<file path="config.mk">
export PLATFORM = sky130hd
export DESIGN_NAME = mem_stage
export DESIGN_NICKNAME = d
export VERILOG_FILES = /design/src/rtl/mem_pkg.sv /design/src/rtl/mem_wait_timer.sv /design/src/rtl/mem_stage.sv
export SDC_FILE = /design/constraint.sdc
export NUM_CORES = 1
export LEC_CHECK = 0
export BUFFER_PORTS_ARGS = -buffer_cell sky130_fd_sc_hd__buf_4
export CAP_MARGIN = 20
export CORE_MARGIN = 8
export CORE_UTILIZATION = 46
export DETAILED_ROUTE_END_ITERATION = 16
export PLACE_DENSITY_LB_ADDON = 0.25
export SYNTH_ARGS = -nofsm -noshare
export SYNTH_HDL_FRONTEND = slang
export SYNTH_SLANG_ARGS = --single-unit
</file>
<file path="constraint.sdc">
create_clock -name clk -period 2.3 [get_ports clk]
set_input_delay 0.46 -clock clk [delete_from_list [all_inputs] [get_ports clk]]
set_output_delay 0.46 -clock clk [all_outputs]
set_load 0.01 [all_outputs]
</file>
<file path="src/rtl/mem_pkg.sv">
// Shared types and constants for the MEM pipeline stage.
package mem_pkg;

   localparam int ADDR_W    = 32;
   localparam int DATA_W    = 32;
   localparam int REG_IDX_W = 5;

   // Low address bits of a word-aligned access
   localparam logic [1:0] ALIGN_BITS = 2'b00;

   typedef enum logic [1:0] {
      IDLE  = 2'd0,
      REQ   = 2'd1,
      ABORT = 2'd2
   } mem_state_t;

endpackage

</file>
<file path="src/rtl/mem_wait_timer.sv">
// Counts REQ cycles that end without dmem_ready. expired is high during the
// last REQ cycle the stage may spend waiting, so MAX_WAIT REQ cycles in total
// precede an abort.
module mem_wait_timer #(
   parameter int MAX_WAIT = 16
) (
   input  logic clk,
   input  logic reset,
   input  logic clear,
   input  logic enable,
   output logic expired
);

   localparam int CNT_W = $clog2(MAX_WAIT + 1);
   localparam logic [CNT_W-1:0] LAST = CNT_W'(MAX_WAIT - 1);

   logic [CNT_W-1:0] count;

   // Zero outside REQ, step once per unanswered REQ cycle, hold at the limit
   always_ff @(posedge clk or negedge reset) begin
      if (!reset)                    count <= '0;
      else if (clear)                count <= '0;
      else if (enable && !expired)   count <= count + CNT_W'(1);
   end

   assign expired = (count == LAST);

endmodule

</file>
<file path="src/rtl/mem_stage.sv">
// MEM stage: passes ALU ops straight to writeback, runs aligned LW/SW
// through a ready-handshake data memory with a timeout, and flags
// misaligned or contradictory accesses as faults.
module mem_stage
   import mem_pkg::*;
#(
   parameter int MAX_WAIT = 16
) (
   input  logic                 clk,
   input  logic                 reset,
   input  logic                 ex_valid,
   input  logic                 mem_read,
   input  logic                 mem_write,
   input  logic                 reg_write,
   input  logic [ADDR_W-1:0]    alu_result,
   input  logic [DATA_W-1:0]    store_data,
   input  logic [REG_IDX_W-1:0] dest_reg,
   output logic                 stall_flag,
   output logic                 dmem_req,
   output logic                 dmem_we,
   output logic [ADDR_W-1:0]    dmem_addr,
   output logic [DATA_W-1:0]    dmem_wdata,
   input  logic                 dmem_ready,
   input  logic [DATA_W-1:0]    dmem_rdata,
   output logic                 wb_valid,
   output logic                 wb_reg_write,
   output logic                 wb_err,
   output logic [REG_IDX_W-1:0] wb_dest,
   output logic [DATA_W-1:0]    wb_data
);

   mem_state_t           state;
   logic                 lat_load;
   logic                 lat_reg_write;
   logic [REG_IDX_W-1:0] lat_dest;
   logic                 wait_expired;

   mem_wait_timer #(.MAX_WAIT(MAX_WAIT)) u_wait_timer (
      .clk     (clk),
      .reset   (reset),
      .clear   (state != REQ),
      .enable  ((state == REQ) && !dmem_ready),
      .expired (wait_expired)
   );

   // Stage FSM; every output is registered so dmem_* stay stable through REQ
   always_ff @(posedge clk or negedge reset) begin
      if (!reset) begin
         state         <= IDLE;
         stall_flag    <= 1'b0;
         dmem_req      <= 1'b0;
         dmem_we       <= 1'b0;
         dmem_addr     <= '0;
         dmem_wdata    <= '0;
         wb_valid      <= 1'b0;
         wb_reg_write  <= 1'b0;
         wb_err        <= 1'b0;
         wb_dest       <= '0;
         wb_data       <= '0;
         lat_load      <= 1'b0;
         lat_reg_write <= 1'b0;
         lat_dest      <= '0;
      end else begin
         wb_valid <= 1'b0;
         case (state)
            IDLE: begin
               if (ex_valid) begin
                  if (!mem_read && !mem_write) begin
                     wb_valid     <= 1'b1;
                     wb_err       <= 1'b0;
                     wb_reg_write <= reg_write;
                     wb_dest      <= dest_reg;
                     wb_data      <= alu_result;
                  end else if ((mem_read && mem_write) ||
                               (alu_result[1:0] != ALIGN_BITS)) begin
                     // Faulting access retires at once without touching memory
                     wb_valid     <= 1'b1;
                     wb_err       <= 1'b1;
                     wb_reg_write <= 1'b0;
                     wb_dest      <= dest_reg;
                     wb_data      <= alu_result;
                  end else begin
                     state         <= REQ;
                     stall_flag    <= 1'b1;
                     dmem_req      <= 1'b1;
                     dmem_we       <= mem_write;
                     dmem_addr     <= alu_result;
                     dmem_wdata    <= store_data;
                     lat_load      <= mem_read;
                     lat_reg_write <= reg_write;
                     lat_dest      <= dest_reg;
                  end
               end
            end
            REQ: begin
               // ready beats the timeout when both land on the same edge
               if (dmem_ready) begin
                  state        <= IDLE;
                  stall_flag   <= 1'b0;
                  dmem_req     <= 1'b0;
                  dmem_we      <= 1'b0;
                  wb_valid     <= 1'b1;
                  wb_err       <= 1'b0;
                  wb_reg_write <= lat_load && lat_reg_write;
                  wb_dest      <= lat_dest;
                  wb_data      <= lat_load ? dmem_rdata : dmem_addr;
               end else if (wait_expired) begin
                  state    <= ABORT;
                  dmem_req <= 1'b0;
                  dmem_we  <= 1'b0;
               end
            end
            ABORT: begin
               state        <= IDLE;
               stall_flag   <= 1'b0;
               wb_valid     <= 1'b1;
               wb_err       <= 1'b1;
               wb_reg_write <= 1'b0;
               wb_dest      <= lat_dest;
               wb_data      <= dmem_addr;
            end
            default: state <= IDLE;
         endcase
      end
   end

endmodule
</file>
# Word level (Yosys, flattened, before mapping)
# Cells that the tools add are included.
# totals
inputBits	108
reg_bits	121
wordCells	93
# classes
n_eq_ne	10
n_reduce_logical	20
n_bitwise	2
n_addsub	1
mux	45
# op_table
operator	count
$mux W32	5
$pmux W32 S3	1
$mux W5	6
$mux W1	20
$pmux W5 S3	1
$pmux W1 S3	4
$reduce_and A4 Y1	3
$mux W2	5
$reduce_and A5 Y1	2
$ne A2 B2 Y1 const B	4
$reduce_bool A2 Y1	3
$add A5 B1 Y5 const B	1
$eq A5 B4 Y1 const B	1
$logic_and A1 B1 Y1	5
$logic_not A1 Y1	4
$pmux W1 S2	2
$pmux W2 S2	1
$ne A3 B2 Y1 const B	1
$ne A3 B3 Y1 const B	1
$reduce_bool A3 Y1	1
$eq A2 B1 Y1 const B	1
$eq A2 B2 Y1 const B	1
$logic_not A2 Y1	1
$ne A2 B1 Y1 const B	1
other kinds (2)	3

# Depth between registers and ports, before layout
# depth
word_depth	6
depth_mapped	8
depth_no_buf	7

# Modules after synthesis
# A second synthesis with hierarchy kept.
# unflattened
cells_unflattened	434
hier_area_um2	5459.0
# by_module_without_submodules
module	area_each_um2	instances	seq_area_each_um2	cells_each
mem_stage	5198.7	1	2902.8	411
mem_wait_timer	260.2	1	125.1	23

# Worst setup path after synthesis
# Ideal clock, no wire load.
# synth_path
path_type	reg-to-reg
start	reg state[0]
end	reg wb_data[3]
n_path_buf	3
path_stages_with_launch	9
arrival_ns	1.710
required_ns	2.163
slack_ns	0.453
cell_sequence	dfrtp_1 > inv_1 > ha_1 > buf_2 > and2_1 > clkbuf_1 > clkbuf_1 > a222oi_1 > a21oi_1
# synth_via
elab_chain_len	3
word_cells_on_any_way	9
cone_classes	eq/ne: 5; mux: 1; reduce/logical: 3
# synth_lines
element	line_no	text
from (decl)	mem_stage.sv:32	mem_state_t state;
from (signal assigned)	mem_stage.sv:49	state <= IDLE;
from (signal assigned)	mem_stage.sv:83	state <= REQ;
from (signal assigned)	mem_stage.sv:98	state <= IDLE;
$eq A2 B1 Y1, or another cell as far along	mem_stage.sv:65	case (state)
$ne A2 B2 Y1 (no line), or another cell as far along	--	
$reduce_and A4 Y1 (no line)	--	
to (signal assigned)	mem_stage.sv:73	wb_data <= alu_result;
to (signal assigned)	mem_stage.sv:81	wb_data <= alu_result;
to (signal assigned)	mem_stage.sv:106	wb_data <= lat_load ? dmem_rdata : dmem_addr;
to (decl)	mem_stage.sv:29	output logic [DATA_W-1:0] wb_data
# Several ways; a longest one is shown, not always the timed one.
# A chain may end at the register's enable or synchronous reset.

# Final worst setup path
# layout_path
start	reg u_wait_timer.count[0]
end	reg u_wait_timer.count[3]
# layout_via
elab_chain_len	4
word_cells_on_any_way	7
cone_classes	add/sub: 1; eq/ne: 1; mux: 2; reduce/logical: 3
# layout_lines
element	line_no	text
from (decl)	mem_wait_timer.sv:17	logic [CNT_W-1:0] count;
from (signal assigned)	mem_wait_timer.sv:23	else if (enable && !expired) count <= count + CNT_W'(1);
branches (longest 4 deep; another with $add A5 B1 Y5)	--	
# Parallel ways; which one is timed is not known. The select of a mux whose other input is x is not followed.

==> impl_metrics.xml <==
<?xml version="1.0" encoding="UTF-8"?>
<metrics>
  <group name="final_layout">
    <metric name="layout.filler_cells" unit="">884</metric>
    <metric name="layout.nets" unit="">766</metric>
    <metric name="fin_area" unit="sq um">7970</metric>
    <metric name="n_antenna_cell" unit="">0</metric>
    <metric name="layout-drive-gt1-share" unit="%">54.0</metric>
    <metric name="synthToLayoutAreaGrowth" unit="%">45.6</metric>
  </group>
  <group name="floorplan">
    <metric name="initial_utilization" unit="%">46.3</metric>
    <metric name="fp.dieH" unit="microns">125</metric>
    <metric name="boundaryPins" unit="">215</metric>
    <metric name="core.rowCount" unit="">40</metric>
    <metric name="placeableCoreArea" unit="sq um">11800</metric>
    <metric name="chip_width" unit="microns">125</metric>
    <metric name="full_die_area" unit="sq um">15600</metric>
  </group>
  <group name="clocking">
    <metric name="cts.root.buffer_cell" unit="">sky130_fd_sc_hd__clkbuf_16</metric>
    <metric name="cts_max_level" unit="">4</metric>
    <metric name="cts_tree" unit="">yes</metric>
    <metric name="cts.repair_timing.setup_buffer_count" unit="">0</metric>
    <metric name="cts-hold-fix-buffers" unit="">0</metric>
    <metric name="cts_buffers" unit="">17</metric>
    <metric name="worst_skew_pair_later_pin_latency" unit="ns">0.41</metric>
    <metric name="clock_transition_at_the_register_clock_pins_on_the_worst_setup_and_hold_paths_after_cts" unit="ns">0.05</metric>
    <metric name="clock_sink_count" unit="">121</metric>
    <metric name="clock_path_buffers" unit="">2</metric>
    <metric name="cts.repair.resized" unit="">0</metric>
  </group>
  <group name="grt">
    <metric name="grt_util_all_layers" unit="%">20.5</metric>
    <metric name="grt.overflow.total" unit="">0</metric>
    <metric name="grt_pass1_vias" unit="">4879</metric>
    <metric name="grt_antenna_before_repair" unit="">0</metric>
    <metric name="largest_net_degree_at_the_start_of_global_routing" unit="">51</metric>
    <metric name="first_pass_grt_wire_length" unit="mm">25.4</metric>
  </group>
  <group name="timing">
    <metric name="worst_slew_pin_slew" unit="ns">0.537</metric>
    <metric name="rsz0062_at_grt" unit="">no</metric>
    <metric name="report.final.setup_viol" unit="">0</metric>
    <metric name="fmaxAchievable" unit="GHz">0.495</metric>
    <metric name="final-hold-violation-count" unit="">0</metric>
    <metric name="max_slew_margin" unit="%">64.2</metric>
    <metric name="slew_viol_final" unit="">0</metric>
    <metric name="final.setup.tns" unit="ns">0</metric>
    <metric name="clock_skew" unit="ns">0.00728</metric>
    <metric name="timing.final.crit_period" unit="ns">2.02</metric>
    <metric name="timing.final.crit_share" unit="%">87.9</metric>
  </group>
  <group name="synthesis">
    <metric name="yosys.area.top_type" unit="">sky130_fd_sc_hd__dfrtp_1</metric>
    <metric name="yosysMostFrequentCell" unit="">sky130_fd_sc_hd__dfrtp_1</metric>
    <metric name="synth.avg_cell_area" unit="sq um">12.6</metric>
    <metric name="synthArstFlopShare" unit="%">100</metric>
    <metric name="synth_top_area_share" unit="%">55.3</metric>
    <metric name="postSynth.topFlopCell" unit="">sky130_fd_sc_hd__dfrtp_1</metric>
    <metric name="synth_enable_flop_cells" unit="">0</metric>
    <metric name="largest_cells_by_area_after_synthesis" unit="">sky130_fd_sc_hd__dfrtp_1, sky130_fd_sc_hd__mux2_2, sky130_fd_sc_hd__a222oi_1</metric>
    <metric name="synth.distinct_cells" unit="">33</metric>
    <metric name="post_synth_most_frequent_cells" unit="">sky130_fd_sc_hd__dfrtp_1, sky130_fd_sc_hd__mux2_2, sky130_fd_sc_hd__nor2_1</metric>
    <metric name="yosysSeqAreaShare" unit="%">55.3</metric>
    <metric name="postSynthNetCount" unit="">549</metric>
    <metric name="yosys_register_bits" unit="">121</metric>
    <metric name="postSynthCellCount" unit="">435</metric>
    <metric name="netlist_area_before_placement" unit="sq um">5470</metric>
    <metric name="yosys_warnings" unit="">0</metric>
  </group>
  <group name="placed_design">
    <metric name="detailedPlacementHpwl" unit="mm">11.6</metric>
    <metric name="place_area" unit="sq um">7320</metric>
    <metric name="place.gp.congestion" unit="">0.833</metric>
    <metric name="port-buffer-count" unit="">214</metric>
  </group>
  <group name="outcome">
    <metric name="run_status" unit="">complete, no violations</metric>
  </group>
  <group name="detailed_routing">
    <metric name="num_vias" unit="">4480</metric>
    <metric name="topRoutingLayerUsed" unit="">met4</metric>
    <metric name="route.layer.met1.wl" unit="mm">5.95</metric>
    <metric name="finalWirelength" unit="mm">16.1</metric>
    <metric name="dr_wl_met2" unit="mm">8.36</metric>
    <metric name="drt_first_iter_violations" unit="">383</metric>
    <metric name="detail_route.drc_violations" unit="">0</metric>
    <metric name="avgViaCountPerCell" unit="">5.52</metric>
    <metric name="wl_met3" unit="mm">1.47</metric>
    <metric name="drtAntennaViolNets" unit="">0</metric>
    <metric name="drt-pass1-iter-count" unit="">11</metric>
    <metric name="wirelength_per_cell" unit="microns">19.8</metric>
  </group>
  <group name="critical_path">
    <metric name="timing.critical_path.arrival" unit="ns">2.31</metric>
    <metric name="r2r_end" unit="">u_wait_timer.count[3]</metric>
    <metric name="rrSetupSlack" unit="ns">0.28</metric>
    <metric name="worst-path-buf-inv" unit="">0</metric>
    <metric name="worst_ep_required_time" unit="ns">2.59</metric>
    <metric name="delay_of_the_slowest_cell_on_the_worst_path" unit="ns">0.41</metric>
    <metric name="r2r_start" unit="">u_wait_timer.count[0]</metric>
    <metric name="critical_path.most_common_cell" unit="">sky130_fd_sc_hd__ha_1</metric>
    <metric name="crit_family" unit="">simple AND/OR/NAND/NOR gates</metric>
    <metric name="crit_fanout" unit="">8</metric>
    <metric name="critPathSlowestCell" unit="">sky130_fd_sc_hd__dfrtp_1</metric>
    <metric name="cp-end-kind" unit="">register</metric>
    <metric name="timing.reg2reg.worst_path_depth" unit="">7</metric>
    <metric name="setup.worst_path.start_class" unit="">register</metric>
    <metric name="timing.critical_path.cells" unit="">ha_1 &gt; and3_1 &gt; ha_1 &gt; nor2_1 &gt; nand4_1 &gt; xnor2_1 &gt; and2_1</metric>
    <metric name="timing.setup.critical_path_class" unit="">reg2reg</metric>
  </group>
  <group name="flow_run">
    <metric name="drv.max_cap_violation_count" unit="">0</metric>
  </group>
  <group name="hold_path">
    <metric name="hold_class" unit="">in2async</metric>
  </group>
  <group name="power">
    <metric name="powerDensity" unit="nW/um^2">1410</metric>
    <metric name="total_leakage_power" unit="nW">3.74</metric>
    <metric name="worst_ir_drop_vdd" unit="V">0.000769</metric>
  </group>
</metrics>
[kinds of logic (layout without fill, tap and decap cells)]
group,count (synthesis),after routing,synth area share (%)
flip-flops,121,121,55.3
XOR/XNOR,4,4,0.778
adder cells (fa/ha/maj),6,6,1.37
buffers and inverters,39,269,3.29
multiplexers,107,107,21.9
AND/OR/NAND/NOR,71,71,6.06
AO/OA/AOI/OAI,87,87,11.3
[flip-flops by register name, summed over array words and instances (netlist names), 2 cells and up]
| name | flops |
|---|---|
| dmem_addr | 32 |
| wb_data | 32 |
| wb_dest | 5 |
| dmem_wdata | 32 |
| state | 2 |
| u_wait_timer.count | 5 |
| lat_dest | 5 |
[report_power, final]
part	internal [mW]	switching, mW
logic	2.48	2.10
clock network	1.98	0.897
registers	3.12	0.694
total	7.58	3.70
[stage by stage]
stage                     instances  setup WS (ns)  util (%)  hold slack (ns)  total power, mW
after floorplan                 435          0.453         -            0.164             6.09
after global placement          780          0.412      62.0            0.471             8.29
after detailed placement        780          0.291      62.0            0.481             8.46
after CTS                       812          0.275      67.5           0.0407             11.4
after global routing            812          0.137      67.5           0.0756             11.9
final                           812          0.278      67.5           0.0356             11.3
[layout by cell type (no fill, tap or decap), types with 3 or more instances in the layout]
cell type / netlist / layout
sky130_fd_sc_hd__ha_1: 6 / 6
sky130_fd_sc_hd__inv_1: 5 / 5
sky130_fd_sc_hd__o21ai_0: 6 / 6
sky130_fd_sc_hd__buf_4: 6 / 225
sky130_fd_sc_hd__nand2_1: 5 / 5
sky130_fd_sc_hd__clkinv_2: 0 / 3
sky130_fd_sc_hd__mux2_2: 95 / 95
sky130_fd_sc_hd__bufinv_16: 0 / 4
sky130_fd_sc_hd__and2_1: 8 / 8
sky130_fd_sc_hd__a222oi_1: 31 / 31
sky130_fd_sc_hd__nor2_1: 45 / 45
sky130_fd_sc_hd__nor2b_1: 3 / 3
sky130_fd_sc_hd__mux2_1: 6 / 6
sky130_fd_sc_hd__clkbuf_8: 0 / 6
sky130_fd_sc_hd__dfrtp_1: 121 / 121
sky130_fd_sc_hd__a21oi_1: 42 / 42
sky130_fd_sc_hd__a31oi_1: 3 / 3
sky130_fd_sc_hd__clkbuf_16: 0 / 17
sky130_fd_sc_hd__buf_12: 0 / 6
sky130_fd_sc_hd__mux2i_1: 6 / 6
[final cells by class]
class | count | area (sq um) | area share (%)
sequential | 121 | 3030 | 38.0
multi-input combinational | 275 | 2270 | 28.5
clock inverter | 7 | 135 | 1.70
timing repair buffer | 231 | 1810 | 22.7
inverter | 6 | 22.5 | 0.283
tap | 147 | 184 | 2.31
clock buffer | 25 | 515 | 6.47
[worst max path at each step]
stage | startpoint | end | slack (ns) | depth (start not counted)
floorplan | state[0] | wb_data[3] | 0.45 | 8
global placement | u_wait_timer.count[0] | u_wait_timer.count[3] | 0.41 | 7
detailed placement | u_wait_timer.count[0] | u_wait_timer.count[3] | 0.29 | 7
CTS | state[1] | wb_data[16] | 0.27 | 7
global route | state[1] | wb_data[23] | 0.14 | 7
finish | u_wait_timer.count[0] | u_wait_timer.count[3] | 0.28 | 7
[layer usage]
metal / track usage [%] / vias to the layer above
li1: - / 2038
met1: 21.6 / 2240
met2: 35.1 / 177
met3: 8.88 / 25
met4: 8.67 / 0
met5: 0 / -
Power figures use the tool's default switching activity.
